===== config.mk =====
export PLATFORM = sky130hd
export DESIGN_NAME = pipeline_perf_monitor_flat
export DESIGN_NICKNAME = d
export VERILOG_FILES = /design/src/rtl/pipeline_perf_monitor_if.sv /design/src/rtl/pipeline_perf_monitor.sv /design/src/flat_wrapper.sv
export SDC_FILE = /design/constraint.sdc
export NUM_CORES = 1
export LEC_CHECK = 0
export BUFFER_PORTS_ARGS = -buffer_cell sky130_fd_sc_hd__buf_2
export CORE_MARGIN = 3
export CORE_UTILIZATION = 38
export DETAILED_ROUTE_END_ITERATION = 12
export PLACE_DENSITY = 0.53
export SLEW_MARGIN = 15
export SYNTH_ARGS = -nofsm -noshare
export SYNTH_HDL_FRONTEND = slang
export SYNTH_SLANG_ARGS = --single-unit

===== constraint.sdc =====
create_clock -name clock -period 3.87 [get_ports clock]
set_clock_uncertainty 0.1 [all_clocks]
set_input_delay 0.5805 -clock clock [delete_from_list [all_inputs] [get_ports clock]]
set_output_delay 0.5805 -clock clock [all_outputs]
set_load 0.005 [all_outputs]

===== src/rtl/pipeline_perf_monitor_if.sv =====
// Connection between the datapath debug outputs and the performance monitor.
// Contract: no valid/ready pair; every clock in RUN is one sample, there is no backpressure.
interface pipeline_perf_monitor_if #(
    parameter int CNT_W = 32
);
    logic             clear;
    logic [31:0]      pc_in;
    logic [31:0]      instr_in;
    logic             stall_in;
    logic             branch_in;
    logic [CNT_W-1:0] cycle_count;
    logic [CNT_W-1:0] instr_count;
    logic [CNT_W-1:0] stall_count;
    logic [CNT_W-1:0] branch_count;
    logic             halted;
    logic [31:0]      halt_pc;
    logic [2:0]       halt_period;
    logic             state_dbg;

    modport master (
        output clear, pc_in, instr_in, stall_in, branch_in,
        input  cycle_count, instr_count, stall_count, branch_count,
        input  halted, halt_pc, halt_period, state_dbg
    );

    modport slave (
        input  clear, pc_in, instr_in, stall_in, branch_in,
        output cycle_count, instr_count, stall_count, branch_count,
        output halted, halt_pc, halt_period, state_dbg
    );
endinterface


===== src/rtl/pipeline_perf_monitor.sv =====
// Event counters for a datapath plus a halt-loop detector (periods 1..4) that
// freezes the statistics once the program spins on a fixed PC pattern.
module pipeline_perf_monitor #(
    parameter int          CNT_W     = 32,
    parameter logic [31:0] NOP_INSTR = 32'h0000_0013,
    parameter int          THR_P1    = 3,
    parameter int          THR_P2    = 4,
    parameter int          THR_P3    = 6,
    parameter int          THR_P4    = 8
) (
    input logic                     clock,
    input logic                     reset,
    pipeline_perf_monitor_if.slave  bus
);
    localparam int MW = 4;
    localparam logic [MW-1:0] THR_V [4] = '{MW'(THR_P1), MW'(THR_P2), MW'(THR_P3), MW'(THR_P4)};

    typedef enum logic {ST_RUN = 1'b0, ST_HALTED = 1'b1} state_t;

    state_t           state_q, state_d;
    logic [CNT_W-1:0] cycle_q, cycle_d;
    logic [CNT_W-1:0] instr_q, instr_d;
    logic [CNT_W-1:0] stall_q, stall_d;
    logic [CNT_W-1:0] branch_q, branch_d;
    logic [31:0]      hist_q [4];
    logic [31:0]      hist_d [4];
    logic [31:0]      prev_instr_q, prev_instr_d;
    logic [2:0]       valid_q, valid_d;
    logic [MW-1:0]    m_q [4];
    logic [MW-1:0]    m_d [4];
    logic [MW-1:0]    m_nx [4];
    logic [31:0]      halt_pc_q, halt_pc_d;
    logic [2:0]       period_q, period_d;
    logic [3:0]       hit;
    logic [3:0]       trig;

    function automatic logic [CNT_W-1:0] sat_inc(input logic [CNT_W-1:0] v, input logic en);
        return (en && (v != '1)) ? v + 1'b1 : v;
    endfunction

    always_comb begin
        state_d      = state_q;
        cycle_d      = cycle_q;
        instr_d      = instr_q;
        stall_d      = stall_q;
        branch_d     = branch_q;
        hist_d       = hist_q;
        prev_instr_d = prev_instr_q;
        valid_d      = valid_q;
        m_d          = m_q;
        halt_pc_d    = halt_pc_q;
        period_d     = period_q;
        hit          = '0;
        trig         = '0;
        for (int k = 0; k < 4; k++) begin
            m_nx[k] = '0;
        end

        // Period-1 also requires the same instruction, so a stalled PC alone is not a loop.
        hit[0] = (valid_q >= 3'd1) && (bus.pc_in == hist_q[0]) && (bus.instr_in == prev_instr_q);
        for (int k = 1; k < 4; k++) begin
            hit[k] = (valid_q >= 3'(k + 1)) && (bus.pc_in == hist_q[k]);
        end
        for (int k = 0; k < 4; k++) begin
            if (hit[k]) begin
                m_nx[k] = (m_q[k] == THR_V[k]) ? m_q[k] : m_q[k] + 1'b1;
            end
            trig[k] = hit[k] && (m_nx[k] == THR_V[k]);
        end

        if (state_q == ST_RUN) begin
            cycle_d      = sat_inc(cycle_q, 1'b1);
            instr_d      = sat_inc(instr_q, (bus.instr_in != NOP_INSTR) && !bus.stall_in);
            stall_d      = sat_inc(stall_q, bus.stall_in);
            branch_d     = sat_inc(branch_q, bus.branch_in);
            hist_d[0]    = bus.pc_in;
            hist_d[1]    = hist_q[0];
            hist_d[2]    = hist_q[1];
            hist_d[3]    = hist_q[2];
            prev_instr_d = bus.instr_in;
            valid_d      = (valid_q == 3'd4) ? valid_q : valid_q + 3'd1;
            m_d          = m_nx;
            // The triggering sample is still counted; the freeze starts on the next cycle.
            if (|trig) begin
                state_d   = ST_HALTED;
                halt_pc_d = bus.pc_in;
                if (trig[0])      period_d = 3'd1;
                else if (trig[1]) period_d = 3'd2;
                else if (trig[2]) period_d = 3'd3;
                else              period_d = 3'd4;
            end
        end
    end

    always_ff @(posedge clock) begin
        if (reset || bus.clear) begin
            state_q      <= ST_RUN;
            cycle_q      <= '0;
            instr_q      <= '0;
            stall_q      <= '0;
            branch_q     <= '0;
            prev_instr_q <= '0;
            valid_q      <= '0;
            halt_pc_q    <= '0;
            period_q     <= '0;
            for (int k = 0; k < 4; k++) begin
                hist_q[k] <= '0;
                m_q[k]    <= '0;
            end
        end else begin
            state_q      <= state_d;
            cycle_q      <= cycle_d;
            instr_q      <= instr_d;
            stall_q      <= stall_d;
            branch_q     <= branch_d;
            prev_instr_q <= prev_instr_d;
            valid_q      <= valid_d;
            halt_pc_q    <= halt_pc_d;
            period_q     <= period_d;
            for (int k = 0; k < 4; k++) begin
                hist_q[k] <= hist_d[k];
                m_q[k]    <= m_d[k];
            end
        end
    end

    assign bus.cycle_count  = cycle_q;
    assign bus.instr_count  = instr_q;
    assign bus.stall_count  = stall_q;
    assign bus.branch_count = branch_q;
    assign bus.halted       = (state_q == ST_HALTED);
    assign bus.halt_pc      = halt_pc_q;
    assign bus.halt_period  = period_q;
    assign bus.state_dbg    = state_q;
endmodule


===== src/flat_wrapper.sv =====
// flat-port wrapper written by rule: the top's interface ports become plain ports
module pipeline_perf_monitor_flat 
#(
    parameter int          CNT_W     = 32,
    parameter logic [31:0] NOP_INSTR = 32'h0000_0013,
    parameter int          THR_P1    = 3,
    parameter int          THR_P2    = 4,
    parameter int          THR_P3    = 6,
    parameter int          THR_P4    = 8
)
  (clock, reset, bus_clear, bus_pc_in, bus_instr_in, bus_stall_in, bus_branch_in, bus_cycle_count, bus_instr_count, bus_stall_count, bus_branch_count, bus_halted, bus_halt_pc, bus_halt_period, bus_state_dbg);
  pipeline_perf_monitor_if #(.CNT_W(CNT_W)) bus_i ();
  input logic clock;
  input logic reset;
  input wire logic [$bits(bus_i.clear)-1:0] bus_clear;
  input wire logic [$bits(bus_i.pc_in)-1:0] bus_pc_in;
  input wire logic [$bits(bus_i.instr_in)-1:0] bus_instr_in;
  input wire logic [$bits(bus_i.stall_in)-1:0] bus_stall_in;
  input wire logic [$bits(bus_i.branch_in)-1:0] bus_branch_in;
  output wire logic [$bits(bus_i.cycle_count)-1:0] bus_cycle_count;
  output wire logic [$bits(bus_i.instr_count)-1:0] bus_instr_count;
  output wire logic [$bits(bus_i.stall_count)-1:0] bus_stall_count;
  output wire logic [$bits(bus_i.branch_count)-1:0] bus_branch_count;
  output wire logic [$bits(bus_i.halted)-1:0] bus_halted;
  output wire logic [$bits(bus_i.halt_pc)-1:0] bus_halt_pc;
  output wire logic [$bits(bus_i.halt_period)-1:0] bus_halt_period;
  output wire logic [$bits(bus_i.state_dbg)-1:0] bus_state_dbg;
  assign bus_i.clear = bus_clear;
  assign bus_i.pc_in = bus_pc_in;
  assign bus_i.instr_in = bus_instr_in;
  assign bus_i.stall_in = bus_stall_in;
  assign bus_i.branch_in = bus_branch_in;
  assign bus_cycle_count = bus_i.cycle_count;
  assign bus_instr_count = bus_i.instr_count;
  assign bus_stall_count = bus_i.stall_count;
  assign bus_branch_count = bus_i.branch_count;
  assign bus_halted = bus_i.halted;
  assign bus_halt_pc = bus_i.halt_pc;
  assign bus_halt_period = bus_i.halt_period;
  assign bus_state_dbg = bus_i.state_dbg;
  pipeline_perf_monitor #(.CNT_W(CNT_W), .NOP_INSTR(NOP_INSTR), .THR_P1(THR_P1), .THR_P2(THR_P2), .THR_P3(THR_P3), .THR_P4(THR_P4)) u_core (.clock(clock), .reset(reset), .bus(bus_i));
endmodule

### Word-level counts from Yosys, hierarchy flattened

Cells that the tools add are included.
W data, S select, Z words.

* bits in registers: 343
* output and inout port bits: 165
* word-level logic and storage cells: 86

* add/subtract/negate cells: 9
* magnitude comparators: 4
* eq/ne operators: 19
* muxes and demuxes: 13
* bitwise operators: 2
* reduce and logical (&&, ||, !) cells: 22

Operator list (number)
* $eq A32 B32 Y1: 5
* $add A32 B1 Y32 const B: 4
* $ne A32 B32 Y1 const B: 4
* $mux W4: 8
* $ne A32 B5 Y1 const B: 1
* $add A4 B1 Y4 const B: 4
* $eq A4 B3 Y1 const B: 4
* $logic_and A1 B1 Y1: 13
* $reduce_and A2 Y1: 6
* $mux W3: 3
* $eq A4 B2 Y1 const B: 2
* $eq A4 B4 Y1 const B: 2
* $ge A3 B2 Y1 const B: 2
* $reduce_or A4 Y1: 1
* $add A3 B1 Y3 const B: 1
* $eq A3 B3 Y1 const B: 1
* $ge A3 B1 Y1 const B: 1
* $ge A3 B3 Y1 const B: 1
* $mux W1: 2
* $not A1 Y1: 2
* $logic_not A1 Y1: 1
* $logic_or A1 B1 Y1: 1

### Longest topological paths before layout

* depth in word-level cells: 9
* depth in mapped cells: 12
* mapped depth without buffers: 9

### Least setup slack after synthesis

Ideal clock, no wire load.

* path type: input -> register
* start: input port bus_pc_in[30]
* end: register u_core.halt_pc_q[22], in the netlist u_core.bus.halt_pc[22]
* arrival time: 2.399 ns
* setup slack: 1.249 ns
* stages: 10
* path buffers: 3
* path through: buf_2 xnor2_1 nand4_1 or4_1 nor4b_2 a211oi_1 buf_2 buf_4 nand4b_1 nand3_1

* word-level cells in the longest chain between the ends: 8
* elaborated cells on any way between the ends: 23

RTL lines
* from (decl): line flat_wrapper.sv:16 `input wire logic [$bits(bus_i.pc_in)-1:0] bus_pc_in;`
* $eq A32 B32 Y1: line pipeline_perf_monitor.sv:60 `hit[0] = (valid_q >= 3'd1) && (bus.pc_in == hist_q[0]) && (bus.instr_in == prev_instr_q);`
* $logic_and A1 B1 Y1 (2 in series): line pipeline_perf_monitor.sv:60
* $mux W4: line pipeline_perf_monitor.sv:65 `if (hit[k]) begin`
* $eq A4 B2 Y1: line pipeline_perf_monitor.sv:68 `trig[k] = hit[k] && (m_nx[k] == THR_V[k]);`
* $logic_and A1 B1 Y1: line pipeline_perf_monitor.sv:68
* $reduce_or A4 Y1 *: line pipeline_perf_monitor.sv:84 `if (|trig) begin`
* $reduce_and A2 Y1 (no line) *
* to (signal assigned): line pipeline_perf_monitor.sv:118 `halt_pc_q <= halt_pc_d;`
* to (decl): line pipeline_perf_monitor.sv:32 `logic [31:0] halt_pc_q, halt_pc_d;`

Mark *: on every way between the ends. The rest lies on a longest branch, timed or not.
A chain may end at the register's enable or synchronous reset.

### Worst setup path in the final report

* start: register u_core.hist_q[101] in the netlist's numbering
* end: register u_core.halt_pc_q[18], in the netlist u_core.bus.halt_pc[18]

* word-level cells in the longest chain between the ends: 8

RTL lines
* from (decl): line pipeline_perf_monitor.sv:25 `logic [31:0] hist_q [4];`
* from (signal, indexed assignment): line pipeline_perf_monitor.sv:121 `hist_q[k] <= hist_d[k];`
* $eq A32 B32 Y1 *: line pipeline_perf_monitor.sv:60
* $logic_and A1 B1 Y1 * (2 in series): line pipeline_perf_monitor.sv:60
* $mux W4: line pipeline_perf_monitor.sv:65
* $eq A4 B2 Y1: line pipeline_perf_monitor.sv:68
* $logic_and A1 B1 Y1 *: line pipeline_perf_monitor.sv:68
* $reduce_or A4 Y1 *: line pipeline_perf_monitor.sv:84
* $reduce_and A2 Y1 (no line) *

Marked as above.

==> run_results.csv <==
group,metric,value,unit
synthesis,ys_ff_latch,343,
power,power_leakage,7.49,nW
synthesis,ys_warn_count,0,
timing,finalCriticalPeriod,3.01,ns
critical_path,cp.arrival,3.34,ns
routing,dr.pass1.iters,5,
cells_and_area,area.growth.synth_to_final,17.0,%
synthesis,synthCells,1971,
cts,hold_buffers,0,
cells_and_area,fillers,4305,
cts,cts_tree,"done",
critical_path,r2r-start,"u_core.hist_q[101]",
run,maxCapViolCount,0,
placement,port_buffers,233,
placement,placed_area,18600,sq um
grt,overflow,0,
cts,clk_pin_slew,0.06,ns
timing,fin_hold_ws,0.209,ns
power,fin_total_pwr,0.00789,W
timing,finalHoldViolations,0,
routing,drt_wl_total,50500,microns
synthesis,avgSynthCellArea,8.64,sq um
timing,rsz0062_at_grt,"no",
cells_and_area,layout_commonest_cell,"dfxtp_1",
cts,clk_path_buf_depth,3,
cts,cts-root-buf,"clkbuf_16",
critical_path,reg2reg_slack,0.86,ns
timing,min_period_over_period,77.9,%
routing,ant_nets,0,
critical_path,crit_path_max_fanout,66,
floorplanning,ios,234,
synthesis,synthFlopType,"dfxtp_1",
floorplanning,die_h,218,microns
routing,vias,14600,
run_status,status,"completed",
cells_and_area,final_cell_area,19900,sq um
synthesis,synth_area,17000,sq um
synthesis,synth_edf_count,0,
critical_path,cp-end-kind,"register",
power,peakVddDrop,0.239,mV
placement,gp_congestion,0.892,
synthesis,syn_nets,2055,
timing,worst_pin_slew,0.947,ns
cells_and_area,final_cell_mix,"342 x dfxtp_1, 307 x nor2_1, 233 x buf_2, 140 x xor2_1, 134 x nand2_1",
min_path,worstHoldStart,"bus_instr_in[21]",
cts,cts_resized,0,
grt,grt_usage,20.7,%
synthesis,synth.top_cell.area_share,40.3,%
critical_path,startpoint,"u_core.hist_q[101]",
routing,drc_errors,0,
floorplanning,start_util,39.0,%
synthesis,ys_async_sr_fraction,0,%
grt,grt_pass1_wl,78300,microns
cells_and_area,drive_gt1_share,15.8,%
floorplanning,die_area,47400,sq um
timing,fmax,332,MHz
cts,clock-sinks,343,
grt,grt_pass1_vias,13700,
floorplanning,rows,76,
cts,htree_levels,2,
synthesis,yosysTopAreaCell,"dfxtp_1",
synthesis,synth_area_leaders,"dfxtp_1 40%, mux2i_1 7.7%, xor2_1 7.2%, nor2_1 6.8%, xnor2_1 6.4%",
floorplanning,core,43600,sq um
routing,drt_iter0_markers,1030,
grt,antenna_found_initial,9,
power,power.density,396,nW/um^2
timing,fin_tns_setup,0,ns
cts,cts_setup_buffers,0,
timing,relSlewSlack,36.9,%
routing,wl_per_cell,18.4,microns
critical_path,required,4.19,ns
timing,slew_violations,0,
critical_path,cp-start-kind,"register",
cts,numCtsBuffers,41,
floorplanning,die-width,218,microns
critical_path,crit_type,"register to register",
grt,grt_start_max_net_pins,100,
cells_and_area,final_nets,2217,
timing,finalSetupViolCount,0,
min_path,min_path_type,"primary input to register",
synthesis,ys_seq_area_share,40.3,%
placement,dp_hpwl,37200,microns
synthesis,ys_types,67,
cts,clkLatencyLatePin,0.55,ns
routing,via_per_inst,5.32,
[path summary, 6_finish.rpt]
| kind | depth (start not counted) | end |
|---|---|---|
| min reg2reg | 2 | u_core.m_q[7] |
| max | 8 | u_core.bus.halt_pc[18] |
| min | 3 | u_core.prev_instr_q[21] |
| max reg2reg | 8 | u_core.bus.halt_pc[18] |
[critical path, cell delays in order (launching register included)]
cell      delay [ns]
dfxtp_1         0.35
xnor2_1         0.44
nand4_1         0.16
or4_1           0.54
nor4b_2         0.55
a211oi_4        0.11
buf_4           0.31
nand4b_1        0.18
nand3_1         0.10
[cell families (layout without fill, tap and decap cells)]
group                    Yosys count  count (layout)  synth area share, %
adder cells (fa/ha/maj)           15              15                 1.10
other                              0               3                    0
AND/OR/NAND/NOR                  875             875                 26.4
AO/OA/AOI/OAI                    177             177                 6.86
multiplexers                     131             131                 7.70
XOR/XNOR                         264             264                 13.6
buffers and inverters            166             355                 4.00
flip-flops                       343             343                 40.3
[cell type report]
| cell class | instances | area [sq um] | share of cell area, % |
|---|---|---|---|
| flip-flops and latches | 343 | 6870 | 34.5 |
| repair buffers | 251 | 1350 | 6.79 |
| inverters | 34 | 128 | 0.641 |
| well taps | 585 | 732 | 3.68 |
| diodes | 3 | 7.51 | 0.0377 |
| clock inverters | 8 | 68.8 | 0.346 |
| clock buffers | 62 | 1260 | 6.32 |
| multi-input cells | 1462 | 9500 | 47.7 |
[routing by layer]
metal / track usage [%] / wire, microns / vias to the layer above
li1: - / - / 7170
met1: 30.3 / 25000 / 6995
met2: 30.9 / 21300 / 358
met3: 4.75 / 3180 / 72
met4: 4.65 / 910 / 12
met5: 0 / 71 / -
[cells in the mapped netlist, drive strengths merged, types with 4 or more instances]
master and n:
a211oi 5, a21oi 76, a32oi 32, and2 9, and3 26, and4 14, buf 31, clkbuf 101
dfxtp 343, ha 15, inv 32, mux2i 131, nand2 134, nand2b 49, nand3 91, nand4 72
nand4b 36, nor2 308, nor2b 6, nor3 22, nor4 50, nor4b 8, o2111ai 4, o211ai 5
o21ai 32, or2 7, or3 25, or4 9, xnor2 124, xor2 140
[state kept, by name (all words and copies together) (netlist names)]
register                 count
u_core.hist_q              128
u_core.bus.branch_count     32
u_core.bus.cycle_count      32
u_core.bus.halt_pc          32
u_core.bus.instr_count      32
u_core.bus.stall_count      32
u_core.prev_instr_q         32
u_core.m_q                  16
u_core.bus.halt_period       3
u_core.valid_q               3
u_core.bus.halted            1
[where the power goes]
| part | internal, W | switching (W) | leakage (nW) |
|---|---|---|---|
| clock | 0.00230 | 0.00151 | 0.660 |
| sequential | 0.00357 | 0.0000388 | 2.78 |
| combinational | 0.000152 | 0.000321 | 4.06 |
[through the flow]
| stage | std cells | utilization [%] | setup WS, ns |
|---|---|---|---|
| 5_1_grt | 2746 | 45.6 | 0.727 |
| 2_1_floorplan | 1971 | - | 1.25 |
| 6_report | 2748 | 45.6 | 0.857 |
| 3_3_place_gp | 2675 | 42.6 | 0.590 |
| 4_1_cts | 2745 | 45.6 | 0.901 |
| 3_5_place_dp | 2675 | 42.6 | 0.523 |
Note: power is estimated with default switching activity, not from simulation.
